$ cat src/rtl/mmu_pkg.sv
// Shared types and constants for the banked memory front-end and its
// sub-word lane helper.
package mmu_pkg;

  typedef enum logic [1:0] {
    MMU_SIZE_BYTE    = 2'd0,
    MMU_SIZE_HALF    = 2'd1,
    MMU_SIZE_WORD    = 2'd2,
    MMU_SIZE_ILLEGAL = 2'd3
  } mmu_size_e;

  typedef enum logic {
    MMU_IDLE   = 1'b0,
    MMU_RMW_WR = 1'b1
  } mmu_state_e;

  localparam int MMU_BANK_SEL_W = 4;
  localparam int MMU_BANK_MAX   = 16;
  localparam int MMU_BANK_INST  = 0;
  localparam int MMU_STARVE_W   = 8;

  // Size/lane combinations that can never reach a bank.
  function automatic logic mmu_misaligned(input mmu_size_e size, input logic [1:0] lane);
    logic bad;
    case (size)
      MMU_SIZE_BYTE: bad = 1'b0;
      MMU_SIZE_HALF: bad = lane[0];
      MMU_SIZE_WORD: bad = (lane != 2'b00);
      default:       bad = 1'b1;
    endcase
    return bad;
  endfunction

endpackage

$ cat src/rtl/subword_lane.sv
// Combinational byte/halfword lane logic: extracts and extends a load from a
// bank word, and merges right-aligned store data into an old word.
module subword_lane
  import mmu_pkg::*;
(
  input  mmu_size_e   size,
  input  logic [1:0]  lane,
  input  logic        is_unsigned,
  input  logic [31:0] old_word,
  input  logic [31:0] new_data,
  output logic [31:0] load_data,
  output logic [31:0] merged_word
);

  logic [7:0]  byte_sel;
  logic [15:0] half_sel;

  always_comb begin
    byte_sel    = old_word[{lane, 3'b000} +: 8];
    half_sel    = lane[1] ? old_word[31:16] : old_word[15:0];
    load_data   = old_word;
    merged_word = new_data;
    case (size)
      MMU_SIZE_BYTE: begin
        load_data   = {{24{~is_unsigned & byte_sel[7]}}, byte_sel};
        merged_word = old_word;
        merged_word[{lane, 3'b000} +: 8] = new_data[7:0];
      end
      MMU_SIZE_HALF: begin
        load_data   = {{16{~is_unsigned & half_sel[15]}}, half_sel};
        merged_word = old_word;
        if (lane[1]) merged_word[31:16] = new_data[15:0];
        else         merged_word[15:0]  = new_data[15:0];
      end
      default: begin
        load_data   = old_word;
        merged_word = new_data;
      end
    endcase
  end

endmodule

$ cat src/rtl/mmu_subword_arbiter.sv
// Banked memory front-end: core load/store port with sub-word RMW, fetch port
// arbitration on the shared instruction bank. Optional: MMU_FAULT_CAPTURE_EN.
module mmu_subword_arbiter
  import mmu_pkg::*;
#(
  parameter int NUM_BANKS    = 16,
  parameter int ADDR_W       = 12,
  parameter int INST_BANK    = MMU_BANK_INST,
  parameter int STARVE_LIMIT = 4
) (
  input  logic                        clk,
  input  logic                        rst,
  input  logic                        core_valid,
  output logic                        core_ready,
  input  logic [31:0]                 core_addr,
  input  logic                        core_wr_ena,
  input  logic [1:0]                  core_size,
  input  logic                        core_unsigned,
  input  logic [31:0]                 core_wr_data,
  output logic [31:0]                 core_rd_data,
  output logic                        core_fault,
  input  logic                        fetch_valid,
  input  logic [31:0]                 fetch_addr,
  output logic                        fetch_ready,
  output logic [31:0]                 fetch_data,
  output logic [NUM_BANKS*ADDR_W-1:0] bank_addr,
  output logic [NUM_BANKS-1:0]        bank_wr_ena,
  output logic [31:0]                 bank_wr_data,
  input  logic [NUM_BANKS*32-1:0]     bank_rd_data,
  output logic                        fault_valid,
  output logic [31:0]                 fault_addr,
  input  logic                        fault_clear
);

  localparam logic [MMU_STARVE_W-1:0]   STARVE_MAX = MMU_STARVE_W'(STARVE_LIMIT);
  localparam logic [MMU_BANK_SEL_W-1:0] INST_SEL   = MMU_BANK_SEL_W'(INST_BANK);

  mmu_state_e              state_reg;
  logic [31:0]             hold_reg;
  logic [MMU_STARVE_W-1:0] starve_cnt_reg;

  logic [MMU_BANK_SEL_W-1:0] bank_sel;
  logic                      bank_mapped;
  mmu_size_e                 size;
  logic [1:0]                lane;
  logic [ADDR_W-1:0]         core_widx;
  logic [ADDR_W-1:0]         fetch_widx;
  logic                      fault_cond;
  logic                      core_req;
  logic                      core_on_inst;
  logic                      sub_store;
  logic                      fetch_win;
  logic                      wr_go;
  logic [31:0]               core_word;
  logic [31:0]               lane_old;
  logic [31:0]               load_data;
  logic [31:0]               merged_word;

  assign bank_sel    = core_addr[31:28];
  assign bank_mapped = ({1'b0, bank_sel} < 5'(NUM_BANKS));
  assign size        = mmu_size_e'(core_size);
  assign lane        = core_addr[1:0];
  assign core_widx   = core_addr[ADDR_W+1:2];
  assign fetch_widx  = fetch_addr[ADDR_W+1:2];

  assign fault_cond   = !bank_mapped || mmu_misaligned(size, lane);
  assign core_req     = core_valid && !fault_cond;
  assign core_on_inst = core_req && (bank_sel == INST_SEL);
  assign sub_store    = core_wr_ena && (size != MMU_SIZE_WORD);

  // Fetch only takes the shared bank from an idle core once starved long enough;
  // the RMW write cycle is never interrupted.
  assign fetch_win   = fetch_valid && core_on_inst && (state_reg == MMU_IDLE) &&
                       (starve_cnt_reg == STARVE_MAX);
  assign fetch_ready = fetch_valid && !(core_on_inst && !fetch_win);
  assign fetch_data  = bank_rd_data[INST_BANK*32 +: 32];

  always_comb begin
    core_word = '0;
    for (int i = 0; i < NUM_BANKS; i++) begin
      if (bank_sel == MMU_BANK_SEL_W'(i)) core_word = bank_rd_data[i*32 +: 32];
    end
  end

  assign lane_old = (state_reg == MMU_RMW_WR) ? hold_reg : core_word;

  subword_lane u_lane (
    .size        (size),
    .lane        (lane),
    .is_unsigned (core_unsigned),
    .old_word    (lane_old),
    .new_data    (core_wr_data),
    .load_data   (load_data),
    .merged_word (merged_word)
  );

  always_comb begin
    core_ready   = 1'b0;
    core_fault   = 1'b0;
    core_rd_data = '0;
    wr_go        = 1'b0;
    bank_wr_data = core_wr_data;
    if (core_valid) begin
      if (state_reg == MMU_RMW_WR) begin
        core_ready   = 1'b1;
        wr_go        = core_req;
        bank_wr_data = merged_word;
      end else if (fault_cond) begin
        core_ready = 1'b1;
        core_fault = 1'b1;
      end else if (!fetch_win) begin
        core_ready = !sub_store;
        wr_go      = core_wr_ena && !sub_store;
        if (!core_wr_ena) core_rd_data = load_data;
      end
    end
    if (rst) wr_go = 1'b0;
  end

  genvar gi;
  generate
    for (gi = 0; gi < NUM_BANKS; gi++) begin : g_bank
      if (gi == INST_BANK) begin : g_inst
        assign bank_addr[gi*ADDR_W +: ADDR_W] = fetch_ready ? fetch_widx : core_widx;
      end else begin : g_data
        assign bank_addr[gi*ADDR_W +: ADDR_W] = core_widx;
      end
      assign bank_wr_ena[gi] = wr_go && (bank_sel == MMU_BANK_SEL_W'(gi));
    end
  endgenerate

  always_ff @(posedge clk) begin
    if (rst) begin
      state_reg      <= MMU_IDLE;
      hold_reg       <= '0;
      starve_cnt_reg <= '0;
    end else begin
      case (state_reg)
        MMU_IDLE: begin
          if (core_req && sub_store && !fetch_win) begin
            hold_reg  <= core_word;
            state_reg <= MMU_RMW_WR;
          end
        end
        MMU_RMW_WR: state_reg <= MMU_IDLE;
        default:    state_reg <= MMU_IDLE;
      endcase
      if (fetch_ready)
        starve_cnt_reg <= '0;
      else if (fetch_valid && core_on_inst && starve_cnt_reg != STARVE_MAX)
        starve_cnt_reg <= starve_cnt_reg + 1'b1;
    end
  end

`ifdef MMU_FAULT_CAPTURE_EN
  logic        fault_valid_reg;
  logic [31:0] fault_addr_reg;

  always_ff @(posedge clk) begin
    if (rst || fault_clear) begin
      fault_valid_reg <= 1'b0;
      fault_addr_reg  <= '0;
    end else if (core_fault && !fault_valid_reg) begin
      fault_valid_reg <= 1'b1;
      fault_addr_reg  <= core_addr;
    end
  end

  assign fault_valid = fault_valid_reg;
  assign fault_addr  = fault_addr_reg;
`else
  logic unused_fault_clear;
  assign unused_fault_clear = fault_clear;
  assign fault_valid        = 1'b0;
  assign fault_addr         = '0;
`endif

  logic unused_addr_bits;
  assign unused_addr_bits = ^{core_addr[27:ADDR_W+2], fetch_addr[31:ADDR_W+2], fetch_addr[1:0]};

endmodule

$ cat config.mk
export PLATFORM = sky130hd
export DESIGN_NAME = mmu_subword_arbiter
export DESIGN_NICKNAME = d
export VERILOG_FILES = /design/src/rtl/mmu_pkg.sv /design/src/rtl/subword_lane.sv /design/src/rtl/mmu_subword_arbiter.sv
export SDC_FILE = /design/constraint.sdc
export NUM_CORES = 1
export LEC_CHECK = 0
export CORE_AREA = 5 5 367 369
export CTS_BUF_LIST = sky130_fd_sc_hd__clkbuf_8
export CTS_CLUSTER_DIAMETER = 50
export DETAILED_ROUTE_END_ITERATION = 10
export DIE_AREA = 0 0 372 374
export PLACE_DENSITY = 0.31
export REMOVE_ABC_BUFFERS = 1
export SYNTH_ARGS = -nofsm -noshare
export SYNTH_HDL_FRONTEND = slang
export SYNTH_SLANG_ARGS = --single-unit
$ cat constraint.sdc
create_clock -name clk -period 6.9 [get_ports clk]
set_input_delay 0.69 -clock clk [delete_from_list [all_inputs] [get_ports clk]]
set_output_delay 0.69 -clock clk [all_outputs]
set_load 0.02 [all_outputs]
==> flow_summary.yaml, run 1 <==
outcome:
  status: "complete, no violations"
placed_design:
  gp_congestion: 0.811
  hpwl_mm: 107
  io_buffers: 888
  placed_area_um2: 20800
yosys:
  syn_area_um2: 11400
  synthTopCellsByCount: "269 x buf_4, 157 x nand2_1, 149 x nor2_1"
  netlist_instances: 1617
  synth_top_area_share_pct: 17.8
  synthTopCellsByArea: "buf_4 18%, dfxtp_1 7.2%, a21oi_1 5.6%, nand2_1 5.2%, nor2_1 4.9%"
  synth.distinct_cells: 105
  synth_edf_count: 0
  synth_top_cell_by_area: "buf_4"
  synth.avg_cell_area_um2: 7.02
  synthArstFlopShare_pct: 0
  synth_seq_cells: 41
  synth_most_common_cell: "buf_4"
  seq_area_frac_synth_pct: 7.23
  yosys_warnings: 0
  synth_ff_type: "dfxtp_1"
power:
  swShare_pct: 48.7
  p_sw_uw: 933
  powerDensity_nw_per_um2: 91.4
  ir_worst_vdd_mv: 0.0674
  p_seq_share_pct: 13.1
  leakage_uw: 0.00724
  clkPwrFrac_pct: 10.7
  combPwrFrac_pct: 76.2
  p_int_uw: 983
  power_uw: 1920
drt:
  first_pass_iters: 7
  drtIter0Drc: 1057
  wl_mm: 125
  ant_nets: 0
  drc_errors: 0
  detail_route.wl_per_cell_um: 31.0
  vias: 15585
  viasPerCell: 3.87
timing:
  tns_ns: 0
  clock_skew_ns: 0.0194
  rsz0062_at_grt: "no"
  hold_violations: 0
  worst_pin_slew_ns: 1.01
  finalSetupViolCount: 0
  maxSlewViolCount: 0
  max_freq_mhz: 174
  min_period_ns: 5.74
  post-route-period-util_pct: 83.2
  slew_headroom_pct: 32.8
finish:
  drive_above_1_share_pct: 10.3
  finalNetCount: 2881
  largest_reg_flops: 32
  area_delta_synth_final_pct: 84.7
  design_area_um2: 21000
global_routing:
  grt_usage_pct: 17.0
  grt_max_degree: 67
  grt_pass1_wl_mm: 160
  grt_remaining_overflow: 0
  grt_pass1_vias: 16203
  grt_antenna_before_repair: 36
clocking:
  post_cts_resized: 0
  clk_latency_ns: 0.35
  cts-root-buf: "clkbuf_8"
  post_cts_buffers: 0
  cts_tree: "built"
  cts_max_path_buffers: 2
  hold_buffers: 0
  path_clk_slew_ns: 0.10
  htreeDepth: 2
  cts_made_buffers: 5
  clock_sinks: 41
die:
  core_area_um2: 131000
  initial_core_util_pct: 8.68
  dieArea_um2: 139000
  rows: 133
  die_w_um: 372
  die_h_um: 374
  ios: 957
critical_path:
  cp-end-kind: "primary output"
  critPathMaxFanout: 26
  start_kind: "primary input"
  setup.worst_path.class: "primary input to primary output"
  crit_required_ns: 6.21
  cp.arrival_ns: 5.05
min_path:
  hold_path_class: "flip-flop to flip-flop"
job:
  drv_cap: 0
## final cells by class
class                      instances  area (µm²)
timing repair buffer             987        9700
inverter                          27         101
sequential                        41         822
fill                           14970      110000
clock inverter                     3        28.8
antenna                           12        30.0
clock buffer                       5        68.8
tap                             1755        2200
multi-input combinational       1195        8020
## power by group through the flow
stage / Sequential, µW / Combinational [µW] / Clock, µW
global route: 253 / 1550 / 222
global placement: 257 / 1490 / 0
CTS: 252 / 1490 / 216
finish: 252 / 1460 / 205
detailed placement: 257 / 1490 / 0
floorplan: 255 / 386 / 0
## cell usage in the layout, fill, tap and decap left out, types with 7 or more instances in the layout
| cell | netlist | routed |
|---|---|---|
| or3_1 | 12 | 12 |
| a2bb2oi_1 | 13 | 13 |
| a32oi_1 | 15 | 15 |
| a211oi_1 | 18 | 18 |
| nand4_1 | 9 | 9 |
| nor2b_1 | 11 | 8 |
| o211ai_1 | 14 | 14 |
| a222oi_1 | 11 | 11 |
| o21ai_0 | 88 | 88 |
| o21ai_1 | 24 | 23 |
| a221oi_1 | 14 | 14 |
| a22oi_1 | 38 | 38 |
| ha_1 | 7 | 7 |
| mux2_2 | 32 | 32 |
| diode_2 | 0 | 12 |
| nand2_1 | 157 | 157 |
| and3_1 | 10 | 10 |
| a22o_1 | 12 | 12 |
| a21o_1 | 7 | 7 |
| dfxtp_1 | 41 | 40 |
| conb_1 | 1 | 33 |
| and2_1 | 10 | 10 |
| mux2i_1 | 45 | 45 |
| a21oi_1 | 127 | 127 |
| clkdlybuf4s50_1 | 0 | 883 |
| nand3_1 | 30 | 30 |
| nor3_1 | 28 | 28 |
| nor2_1 | 149 | 147 |
| nand3_2 | 11 | 11 |
| a221o_1 | 9 | 9 |
| o22ai_1 | 30 | 30 |
| nand2b_1 | 14 | 11 |
| a31oi_1 | 23 | 23 |
| o2bb2ai_1 | 9 | 9 |
| buf_4 | 269 | 96 |
| mux4_2 | 22 | 22 |
| inv_1 | 24 | 23 |
| o221ai_1 | 17 | 17 |
## critical path, stage by stage
cell	delay, ns
buf_4	0.35
buf_4	0.43
or2_1	0.55
o22ai_1	0.13
a221o_1	0.37
a31oi_1	0.47
a221oi_1	0.24
buf_4	0.22
and2_1	0.17
o41a_1	0.37
a31oi_1	0.16
clkdlybuf4s50_1	0.85
## path summary, 6_finish.rpt
check | from | to | slack [ns] | cells after the start
worst max-delay path | core_addr[30] | core_rd_data[12] | 1.16 | 12
worst min-delay path | hold_reg[31]$_SDFFE_PP0P_ | hold_reg[31]$_SDFFE_PP0P_ | 0.46 | 2
worst max register to register | starve_cnt_reg[0]$_SDFFE_PP0P_ | hold_reg[10]$_SDFFE_PP0P_ | 4.30 | 10
worst min register to register | hold_reg[31]$_SDFFE_PP0P_ | hold_reg[31]$_SDFFE_PP0P_ | 0.46 | 2
## metrics by stage
stage               hold WS (ns)  utilization, %  cells  setup WS (ns)
floorplan                  0.421               -   1263           1.95
global placement           0.443            15.9   4005           1.17
detailed placement         0.449            15.9   4005           1.14
CTS                        0.463            16.0   4013           1.14
global route               0.494            16.0   4014           1.09
finish                     0.462            16.0   4025           1.16
## routing by layer
layer	GRT usage [%]	wire length (µm)	up-vias
met5	0	112	-
met4	2.02	1430	18
met3	4.61	10200	63
met2	28.6	58600	669
met1	22.2	54500	7792
li1	-	-	7043
## kinds of logic after synthesis
logic type      share of synthesized area (%)
compound gates                           34.5
xor+xnor                                0.463
fa+ha+maj                               0.771
buf+inv                                  23.8
flops                                    7.23
mux                                      12.1
other cells                            0.0330
simple gates                             21.1
No activity file was read; power rests on OpenSTA's default activity.
==> run 2, diff against run 1 <==
- clock period: 6.9 -> 5.56 ns (I/O delays scaled with it)
==> run 2 against run 1 <==
Compared with the run above:
- cell count rose by 0.94%
- worst hold slack got worse by 0.0041 ns
- sequential power rose by 24%
- sequential share of layout area fell by 0.13 points
- clock power rose by 28%
- total power rose by 28%
- first-iteration DRC count rose by 6.6%
- critical endpoint unchanged
- highest routed layer unchanged
==> flow_summary.yaml, run 2 (synthesized netlist as in run 1, its figures left out) <==
timing:
  post-route-period-util_pct: 87.4
  max_freq_mhz: 206
  min_period_ns: 4.86
  tns_ns: 0
  hold_violations: 0
  setup_ws_ns: 0.700
  worst_pin_slew_ns: 1.16
  maxSlewViolCount: 0
  clock_skew_ns: 0.0101
  slew_headroom_pct: 21.8
  finalSetupViolCount: 0
  rsz0062_at_grt: "no"
global_routing:
  grt_usage_pct: 17.1
  grt_pass1_wl_mm: 161
  grt_antenna_before_repair: 28
  grt_pass1_vias: 16377
  grt_max_degree: 41
  grt_remaining_overflow: 0
finish:
  area_delta_synth_final_pct: 90.8
  design_area_um2: 21700
  final_common_cell: "clkdlybuf4s50_1"
  drive_above_1_share_pct: 14.4
  num-fill-cells: 14985
  finalNetCount: 2924
  final_cell_mix: "826 x clkdlybuf4s50_1, 157 x nand2_1, 154 x buf_4"
  largest_reg_flops: 32
  fin_util_pct: 16.6
  final_cells: 4063
power:
  ir_worst_vdd_mv: 0.0800
  leakage_uw: 0.00767
  powerDensity_nw_per_um2: 114
outcome:
  status: "complete, no violations"
critical_path:
  critPathMaxFanout: 38
  cp.arrival_ns: 4.30
  crit_family: "compound AO/OA/AOI/OAI gates"
  cp_num_buf_inv: 5
  cp-end-kind: "primary output"
  setup.worst_path.class: "primary input to primary output"
  slowest_delay_ns: 0.67
  crit_required_ns: 5.00
  start_kind: "primary input"
  slowest_stage: "a31oi_1"
  path_cells: "buf_6, buf_4, inv_2, buf_12, a21oi_1, nor3_1, a31oi_1, and2_1, a211oi_4, o211ai_4, a31oi_1, buf_12"
drt:
  ant_nets: 0
  drtIter0Drc: 1127
  wl_mm: 126
  first_pass_iters: 6
  drc_errors: 0
  detail_route.wl_per_cell_um: 31.1
  viasPerCell: 3.86
  vias: 15673
placed_design:
  io_buffers: 888
  placed_area_um2: 21500
  hpwl_mm: 109
  dp_slack_ns: 0.647
  gp_congestion: 0.814
  dp_cells: 4048
die:
  rows: 133
  initial_core_util_pct: 8.68
  ios: 957
  dieArea_um2: 139000
  core_area_um2: 131000
  die_h_um: 374
  die_w_um: 372
clocking:
  post_cts_resized: 0
  cts-root-buf: "clkbuf_8"
  clock_sinks: 41
  post_cts_buffers: 0
  cts_max_path_buffers: 2
  cts_tree: "built"
  cts_made_buffers: 5
  htreeDepth: 2
  path_clk_slew_ns: 0.10
  clk_latency_ns: 0.33
  hold_buffers: 0
job:
  drv_cap: 0
min_path:
  hold_path_class: "flip-flop to flip-flop"
-- run 2: changes by cell type in the layout (fill, tap and decap cells not counted) --
cell | before | now
diode_2 | 12 | 7
nor2_1 | 147 | 148
nor2_2 | 4 | 3
buf_4 | 96 | 154
inv_8 | 1 | 0
clkdlybuf4s50_1 | 883 | 826
inv_6 | 2 | 1
clkbuf_8 | 5 | 7
buf_12 | 6 | 48
o31ai_2 | 4 | 3
o31ai_1 | 5 | 6
-- run 2: cell type report --
| class | instances | area (µm²) | area share (%) |
|---|---|---|---|
| Antenna cell | 7 | 17.5 | 0.0809 |
| Multi-Input combinational cell | 1195 | 8010 | 37.0 |
| Timing Repair Buffer | 1030 | 10400 | 48.1 |
| Tap cell | 1755 | 2200 | 10.1 |
| Sequential cell | 41 | 822 | 3.80 |
| Inverter | 27 | 101 | 0.468 |
| Clock buffer | 7 | 96.3 | 0.445 |
| Clock inverter | 1 | 8.76 | 0.0404 |
-- run 2: final timing paths --
check	from	endpoint	slack, ns	cells after the start
setup reg to reg	starve_cnt_reg[0]$_SDFFE_PP0P_	hold_reg[0]$_SDFFE_PP0P_	2.99	9
hold reg to reg	hold_reg[27]$_SDFFE_PP0P_	hold_reg[27]$_SDFFE_PP0P_	0.46	2
hold / removal	hold_reg[27]$_SDFFE_PP0P_	hold_reg[27]$_SDFFE_PP0P_	0.46	2
setup / recovery	core_addr[28]	core_rd_data[12]	0.70	12
-- run 2: per-stage QoR --
step           power, µW  hold WS, ns
2_1_floorplan        795        0.421
3_3_place_gp        2240        0.442
3_5_place_dp        2230        0.446
4_1_cts             2500        0.463
5_1_grt             2580        0.495
6_report            2460        0.458
-- run 2: where the power goes --
| group | switching [µW] | internal [µW] | total [µW] |
|---|---|---|---|
| sequential | 9.37 | 303 | 312 |
| combinational | 1020 | 868 | 1880 |
| clock | 147 | 115 | 262 |
-- run 2: worst min-delay path: stages (launching register included) --
cell	delay [ns]
dfxtp_1	0.32
nand2_1	0.05
a21oi_1	0.05
-- run 2: per-layer routing --
layer,global-route usage (%),vias to the layer above,share of wire (%)
met4,2.38,18,1.5
met5,0,-,0.090
li1,-,7121,-
met2,28.2,675,46
met3,4.43,73,7.5
met1,22.9,7786,45
